==> config.mk <==
export PLATFORM = sky130hd
export DESIGN_NAME = branch_unit
export DESIGN_NICKNAME = d
export VERILOG_FILES = /design/src/rtl/branch_unit.sv
export SDC_FILE = /design/constraint.sdc
export NUM_CORES = 1
export LEC_CHECK = 0
export CORE_AREA = 4 4 80 82
export CTS_CLUSTER_DIAMETER = 200
export DETAILED_ROUTE_END_ITERATION = 8
export DIE_AREA = 0 0 84 86
export PLACE_DENSITY = 0.73
export SYNTH_ARGS = -nofsm -noshare
export SYNTH_HDL_FRONTEND = slang
export SYNTH_SLANG_ARGS = --single-unit
==> constraint.sdc <==
create_clock -name clk -period 4.9 [get_ports clk]
set_input_delay 0.98 -clock clk [delete_from_list [all_inputs] [get_ports clk]]
set_output_delay 0.98 -clock clk [all_outputs]
set_load 0.01 [all_outputs]
==> src/rtl/branch_unit.sv <==
// Branch resolution unit: latches compare flags, owns the program counter and
// redirects it on conditional branches, stalling while a branch waits for flags.
module branch_unit #(
  parameter int                ADDR_W   = 20,
  parameter logic [ADDR_W-1:0] RESET_PC = '0,
  parameter int                PC_STEP  = 1
) (
  input  logic              clk,
  input  logic              rst_n,
  input  logic              sign_flag,
  input  logic              zero_flag,
  input  logic              flag_valid,
  input  logic              pc_en,
  input  logic              br_req,
  input  logic [2:0]        br_cond,
  input  logic [ADDR_W-1:0] br_target,
  output logic [ADDR_W-1:0] pc,
  output logic [1:0]        flags_q,
  output logic              br_taken,
  output logic              busy
);

  typedef enum logic [1:0] {
    IDLE       = 2'd0,
    WAIT_FLAGS = 2'd1,
    REDIRECT   = 2'd2
  } state_t;

  localparam logic [2:0] C_ALWAYS = 3'b000;
  localparam logic [2:0] C_NEVER  = 3'b111;

  state_t              state_q, state_d;
  logic [ADDR_W-1:0]   pc_d;
  logic [1:0]          flags_d;
  logic                fresh_q, fresh_d;
  logic                taken_q, taken_d;
  logic [ADDR_W-1:0]   target_q, target_d;
  logic [2:0]          cond_q, cond_d;
  logic [ADDR_W-1:0]   pc_inc;
  logic                flags_avail;
  logic                src_zero, src_sign;

  function automatic logic eval_cond(input logic [2:0] c, input logic z, input logic s);
    case (c)
      3'b000:  eval_cond = 1'b1;
      3'b001:  eval_cond = s;
      3'b010:  eval_cond = ~s;
      3'b011:  eval_cond = z;
      3'b100:  eval_cond = ~z;
      3'b101:  eval_cond = s | z;
      3'b110:  eval_cond = ~s & ~z;
      default: eval_cond = 1'b0;
    endcase
  endfunction

  // Modulo-2^ADDR_W wrap falls out of the truncating add.
  assign pc_inc = pc + ADDR_W'(PC_STEP);

  // Same-cycle flags bypass the status register.
  assign flags_avail = flag_valid | fresh_q;
  assign src_zero    = flag_valid ? zero_flag : flags_q[1];
  assign src_sign    = flag_valid ? sign_flag : flags_q[0];

  always_comb begin
    // NOTE: every signal gets a default before the case so no path infers a latch.
    state_d  = state_q;
    pc_d     = pc;
    flags_d  = flags_q;
    fresh_d  = fresh_q;
    taken_d  = taken_q;
    target_d = target_q;
    cond_d   = cond_q;

    if (flag_valid) begin
      flags_d = {zero_flag, sign_flag};
      fresh_d = 1'b1;
    end

    case (state_q)
      IDLE: begin
        if (br_req) begin
          target_d = br_target;
          if (br_cond == C_ALWAYS || br_cond == C_NEVER) begin
            taken_d = (br_cond == C_ALWAYS);
            state_d = REDIRECT;
          end else if (flags_avail) begin
            taken_d = eval_cond(br_cond, src_zero, src_sign);
            fresh_d = 1'b0;
            state_d = REDIRECT;
          end else begin
            cond_d  = br_cond;
            state_d = WAIT_FLAGS;
          end
        end else if (pc_en) begin
          pc_d = pc_inc;
        end
      end
      WAIT_FLAGS: begin
        if (flag_valid) begin
          taken_d = eval_cond(cond_q, zero_flag, sign_flag);
          fresh_d = 1'b0;
          state_d = REDIRECT;
        end
      end
      REDIRECT: begin
        pc_d    = taken_q ? target_q : pc_inc;
        state_d = IDLE;
      end
      default: state_d = IDLE;
    endcase
  end

  always_ff @(posedge clk or negedge rst_n) begin
    if (!rst_n) begin
      state_q  <= IDLE;
      pc       <= RESET_PC;
      flags_q  <= 2'b00;
      fresh_q  <= 1'b0;
      taken_q  <= 1'b0;
      target_q <= '0;
      cond_q   <= 3'b000;
    end else begin
      // NOTE: non-blocking so every register samples the pre-edge values.
      state_q  <= state_d;
      pc       <= pc_d;
      flags_q  <= flags_d;
      fresh_q  <= fresh_d;
      taken_q  <= taken_d;
      target_q <= target_d;
      cond_q   <= cond_d;
    end
  end

  assign busy     = (state_q != IDLE);
  assign br_taken = (state_q == REDIRECT) & taken_q;

endmodule

==> results of run 1 <==
[routing by layer]
metal	up-vias	wire length [um]	GRT usage, %
met5	-	0	0
met3	7	301	4.03
met4	0	90	5.70
met1	1027	2620	22.0
met2	56	2700	26.4
li1	1018	-	-
[metrics by stage]
| step | instances | cell area [um2] | setup slack [ps] | hold WS [ps] | power [mW] |
|---|---|---|---|---|---|
| 4_1_cts | 367 | 3310 | 1770 | 489 | 1.72 |
| 3_5_place_dp | 359 | 3190 | 1880 | 468 | 1.41 |
| 2_1_floorplan | 243 | 2630 | 2730 | 445 | 1.12 |
| 3_3_place_gp | 359 | 3190 | 1960 | 467 | 1.39 |
| 5_1_grt | 367 | 3310 | 1650 | 525 | 1.82 |
| 6_report | 367 | 3310 | 1770 | 485 | 1.70 |
[how the worst min path moves through the flow]
stage	cells after the start	from	slack, ps	to
after CTS	2	target_q[16]	490	pc[16]
after global placement	2	target_q[16]	470	pc[16]
after global routing	1	target_q[6]	520	target_q[6]
after detailed placement	2	target_q[16]	470	pc[16]
final	2	target_q[16]	490	pc[16]
after floorplan	2	target_q[16]	450	pc[16]
[flip-flops by register name, indices dropped and copies added, names as in the netlist]
name,flops
state_q,2
taken_q,1
pc,20
target_q,20
cond_q,3
fresh_q,1
flags_q,2
[kinds of logic (layout without fill, tap and decap cells)]
| logic type | count (synthesis) | after routing | share of synthesized area [%] |
|---|---|---|---|
| mux | 26 | 26 | 11.1 |
| simple gates | 69 | 69 | 18.0 |
| fa+ha+maj | 1 | 1 | 0.477 |
| buf+inv | 26 | 75 | 4.29 |
| compound gates | 72 | 72 | 19.4 |
| flops | 49 | 49 | 46.7 |
[Yosys cell counts, types with 4 or more instances]
cell type  instances
clkbuf_1           6
o22ai_1            8
dfrtp_1           49
nor3_1             6
buf_2              6
nand2_1            9
o31ai_1            4
a21oi_1           22
nand2b_1           5
nor2_1            11
o21ai_0           10
inv_1             11
nand3_1            6
mux2_2            24
nor4_1             4
[critical path, cell delays in order, from the launching register on]
cell             delay [ps]
dfrtp_1                 480
nand3b_2                400
inv_2                   360
clkdlybuf4s50_1         610
[power by group through the flow]
stage | Combinational, mW | Clock, mW | Sequential (mW)
floorplan | 0.394 | 0 | 0.723
global placement | 0.659 | 0 | 0.731
detailed placement | 0.674 | 0 | 0.732
CTS | 0.678 | 0.312 | 0.726
global route | 0.745 | 0.327 | 0.753
finish | 0.671 | 0.305 | 0.727
[final cells by class]
type,count,area [um2]
clock buffers,6,82.6
flip-flops and latches,49,1230
multi-input cells,168,1290
fillers,538,2430
clock inverters,2,37.5
well taps,75,93.8
inverters,12,45.0
repair buffers,55,541
==> key figures, run 1 <==
Clock tree
  – CTS Root Cell: clkbuf_8
  – Insertion delay to the later sink of the worst-skew pair: 310 ps
  – Post-CTS Hold Buffers: 0
  – Postcts setup bufs: 0
  – # H-tree levels: 2
  – Worst-path clk slew: 90 ps
  – Longest Clk Path Bufs: 2
  – Num CTS Buffers: 5
  – Post-CTS sizing: 0
  – Clock Sinks: 49
  – CTS tree: done

Drt
  – Routed vias: ~2100
  – Initial drt markers: between 100 and 150
  – Routed Antenna Nets: 0
  – Final Routed Wirelength: 5720 um
  – Total DRC errors in the routed layout: 0
  – 1st-pass router iterations: 4
  – WL/cell: 15.6 um
  – Vias per inst: between 5 and 6

Timing
  – Final setup vio count: 0
  – Unrepaired setup endpoints after global routing: no
  – Worst-Margin Slew: 707 ps
  – Final Skew: 11.2 ps
  – Final period util: 63.8%
  – Endpoints failing hold: 0
  – Achievable Freq: 320 MHz
  – Setup TNS: 0 ps
  – Pins over their slew limit: 0
  – Relative slew margins: 52.7%
  – Final min period: 3130 ps

Setup path
  – Crit path kind: flip-flop to output port
  – Worst setup SP type: flip-flop
  – R2r setup slk: 2720 ps
  – Crit-path max FO: 19
  – Setup crit end: br_taken
  – Worst Setup SP: state_q[0]
  – Worst reg2reg endpoint: cond_q[2]
  – Worst EP required: 3920 ps
  – Endpoint type of the worst setup path: output port
  – Cells on worst reg2reg path: 5
  – Crit Reg-Reg Startpoint: state_q[1]
  – CP Data Arrival Time: 2150 ps

Synthesis
  – Synthesis warning total: 0
  – Seq/Total Area, Yosys: 46.7%
  – Synth Register Bits: 49
  – Syn nets: 274
  – Mapped Cells: 243
  – Count of cell types in the netlist: 61
  – Syn_area_per_cell: 10.8 um2
  – Post-synth top area cell: dfrtp_1
  – Cell area after synthesis: 2630 um2
  – Post-synth EDFFs: 0
  – Most used flip-flop cell after synthesis: dfrtp_1
  – Ys async rst share: 100%
  – Synth top area cells: dfrtp_1, mux2_2, a21oi_1
  – Share of the synthesized area in the top cell type: 46.7%

Layout
  – NumNets Final: ~320
  – Leading cell types in the layout, fill and taps excluded: clkdlybuf4s50_1, dfrtp_1, mux2_2, a21oi_1, inv_1
  – Area Growth Syn to Fin: 26.3%
  – Fraction of layout cells with a size suffix above 1: 20.5%
  – Final core utilization: 57.7%
  – ANT cells: 0
  – Commonest non-fill, non-tap cell in the layout: clkdlybuf4s50_1

Power and ir drop
  – Reg power frac: 42.7%
  – Logic pwr share: 39.4%
  – PwrDens: 514 nW/um2
  – Sw frac: between 30% and 40%
  – Clock power frac: 17.9%
  – Int Power: 1.07 mW
  – Maximum VDD drop: 0.279 mV
  – Net load switching power: between 0.6 and 0.7 mW
  – Leak pwr: 1.33 nW

Hold path
  – Hold Path Class: flip-flop to flip-flop

GRT
  – Number of global-route vias before repair: around 2000
  – Pin count of the biggest net entering global routing: 50
  – Grt total ovfl: 0
  – Antenna violations before repair: 0
  – First-pass GRT wire length: 9760 um
  – All-Layer GR Usage: about 16%

Place
  – PortBufs: 53
  – GP Congestion: a little under 0.8
  – Post-DP HPWL: 4020 um

Floorplanning
  – Core area: 5750 um2
  – Initial Util: about 46%
  – Die X-Extent: approximately 84 um
  – FP Rows: 28
  – # IOs: 54
  – Die area: 7220 um2
  – Die Y: 86 um

Status
  – Status: finished clean

Job
  – # Max-Cap Violations: 0
Note: power is estimated with default switching activity, not from simulation.
==> run 2, diff against run 1 <==
==> config.mk (replaced) <==
export PLATFORM = sky130hd
export DESIGN_NAME = branch_unit
export DESIGN_NICKNAME = d
export VERILOG_FILES = /design/src/rtl/branch_unit.sv
export SDC_FILE = /design/constraint.sdc
export NUM_CORES = 1
export LEC_CHECK = 0
export CORE_AREA = 4 4 81 83
export CTS_CLUSTER_DIAMETER = 200
export DETAILED_ROUTE_END_ITERATION = 8
export DIE_AREA = 0 0 85 87
export PLACE_DENSITY = 0.74
export SYNTH_ARGS = -nofsm -noshare
export SYNTH_HDL_FRONTEND = slang
export SYNTH_SLANG_ARGS = --single-unit
==> constraint.sdc (replaced) <==
create_clock -name clk -period 2.6 [get_ports clk]
set_input_delay 0.52 -clock clk [delete_from_list [all_inputs] [get_ports clk]]
set_output_delay 0.52 -clock clk [all_outputs]
set_load 0.01 [all_outputs]
==> run 2 against run 1 <==
Net effect: cell count rose by 0.82%; via count is 1.5% lower; critical endpoint unchanged; largest power group unchanged; hold slack lost 180 ps; clock skew down 3.4 ps; power grew 82%; worst setup slack got worse by 1500 ps; sequential power grew 88%.
==> key figures, run 2 (synthesis gave the netlist of run 1 again) <==
Status
  – Status: finished clean

Power and ir drop
  – PwrDens: 938 nW/um2
  – Leak pwr: 1.32 nW
  – Maximum VDD drop: 0.512 mV

Setup path
  – Setup crit end: br_taken
  – Worst path max stage delay: 540 ps
  – Worst setup SP type: flip-flop
  – Buf/Inv on CP: 2
  – Critical-path cell list: nand3b_2 > inv_2 > clkdlybuf4s50_1
  – CP Data Arrival Time: 1850 ps
  – Crit-path max FO: 12
  – Cells on worst reg2reg path: 6
  – Crit path max-delay family: buffers and inverters
  – R2r setup slk: 550 ps
  – Crit path depth: 3
  – Crit Reg-Reg Startpoint: state_q[0]
  – Endpoint type of the worst setup path: output port
  – Worst Setup SP: state_q[0]
  – Slowest cell on crit path: clkdlybuf4s50_1
  – Crit path kind: flip-flop to output port
  – Worst EP required: approximately 2100 ps
  – Worst reg2reg endpoint: pc[18]

Timing
  – Pins over their slew limit: 0
  – Final min period: about 2400 ps
  – WHS: 304 ps
  – Final Skew: 7.81 ps
  – Final setup vio count: 0
  – Worst-Margin Slew: ~710 ps
  – Final WS setup: between 200 and 250 ps
  – Achievable Freq: about 420 MHz
  – Setup TNS: 0 ps
  – Unrepaired setup endpoints after global routing: no
  – Relative slew margins: 52.6%
  – Final period util: 91.1%
  – Endpoints failing hold: 0

Clock tree
  – Clock Sinks: about 50
  – # H-tree levels: 2
  – CTS tree: done
  – Postcts setup bufs: 0
  – CTS Root Cell: clkbuf_8
  – Worst-path clk slew: around 90 ps
  – Num CTS Buffers: 5
  – Longest Clk Path Bufs: 2
  – Post-CTS sizing: 0
  – Insertion delay to the later sink of the worst-skew pair: 300 ps
  – Post-CTS Hold Buffers: 0

Layout
  – Fraction of layout cells with a size suffix above 1: about a fifth
  – NumNets Final: 325
  – Leading cell types in the layout, fill and taps excluded: clkdlybuf4s50_1, dfrtp_1, mux2_2, a21oi_1, inv_1
  – ANT cells: 0
  – Commonest non-fill, non-tap cell in the layout: clkdlybuf4s50_1
  – Area Growth Syn to Fin: 25.9%
  – Finished Layout Cells: 370
  – Largest registers: pc: 20 flops, target_q: 20 flops, cond_q: 3 flops
  – Finished layout cell area: around 3300 um2

GRT
  – Antenna violations before repair: 0
  – First-pass GRT wire length: 9830 um
  – Grt total ovfl: 0
  – All-Layer GR Usage: 16.3%
  – Pin count of the biggest net entering global routing: 50
  – Number of global-route vias before repair: 2016

Drt
  – Total DRC errors in the routed layout: 0
  – Final Routed Wirelength: approximately 5700 um
  – WL/cell: 15.5 um
  – Initial drt markers: 170
  – Routed Antenna Nets: 0
  – 1st-pass router iterations: 4
  – Routed vias: 2076
  – Vias per inst: around 5.6

Floorplanning
  – Die area: 7400 um2
  – Die Y: 87 um
  – # IOs: 54
  – Die X-Extent: between 80 and 90 um
  – Core area: 5850 um2
  – Initial Util: 44.9%
  – FP Rows: 28

Job
  – # Max-Cap Violations: 0

Place
  – GP Congestion: 0.797
  – Post-DP HPWL: 4080 um
  – Dpl cell area: 3220 um2
  – PortBufs: 53
  – Placed cell count: 362
  – Pre-CTS setup slack: approximately 320 ps

Hold path
  – Hold Path Class: input pin to asynchronous set/reset pin
## run 2: how the worst min path moves through the flow
| stage | from | to | slack, ps | depth (start not counted) |
|---|---|---|---|---|
| after global placement | target_q[16] | pc[16] | 470 | 2 |
| after detailed placement | target_q[16] | pc[16] | 480 | 2 |
| after CTS | rst_n | target_q[18] | 330 | 2 |
| after global routing | rst_n | target_q[18] | 350 | 2 |
| final | rst_n | target_q[18] | 300 | 2 |
| after floorplan | rst_n | cond_q[0] | 220 | 0 |
## run 2: cell type report
type / instances / area (um2)
clock inverters: 2 / 15.0
clock buffers: 6 / 72.6
inverters: 12 / 45.0
flip-flops and latches: 49 / 1230
fillers: 507 / 2550
repair buffers: 58 / 563
multi-input cells: 168 / 1290
well taps: 75 / 93.8
## run 2: metal layers
layer / part of all wire (%) / track usage (%) / wire length, um
met5: 0 / 0 / 0
met2: 48 / 25.4 / 2750
met1: 46 / 22.9 / 2650
met3: 4.8 / 2.84 / 276
met4: 1.4 / 6.04 / 79
## run 2: power by group
part	leakage (nW)	switching, mW	total, mW	internal [mW]
clock	0.0374	0.254	0.444	0.190
combinational	0.701	0.617	1.29	0.670
sequential	0.581	0.329	1.37	1.04
## run 2: stage by stage
step                total power, mW  utilization, %
floorplan                      2.10               -
global placement               2.63            55.0
detailed placement             2.67            55.0
CTS                            3.13            56.5
global route                   3.33            56.5
finish                         3.10            56.5
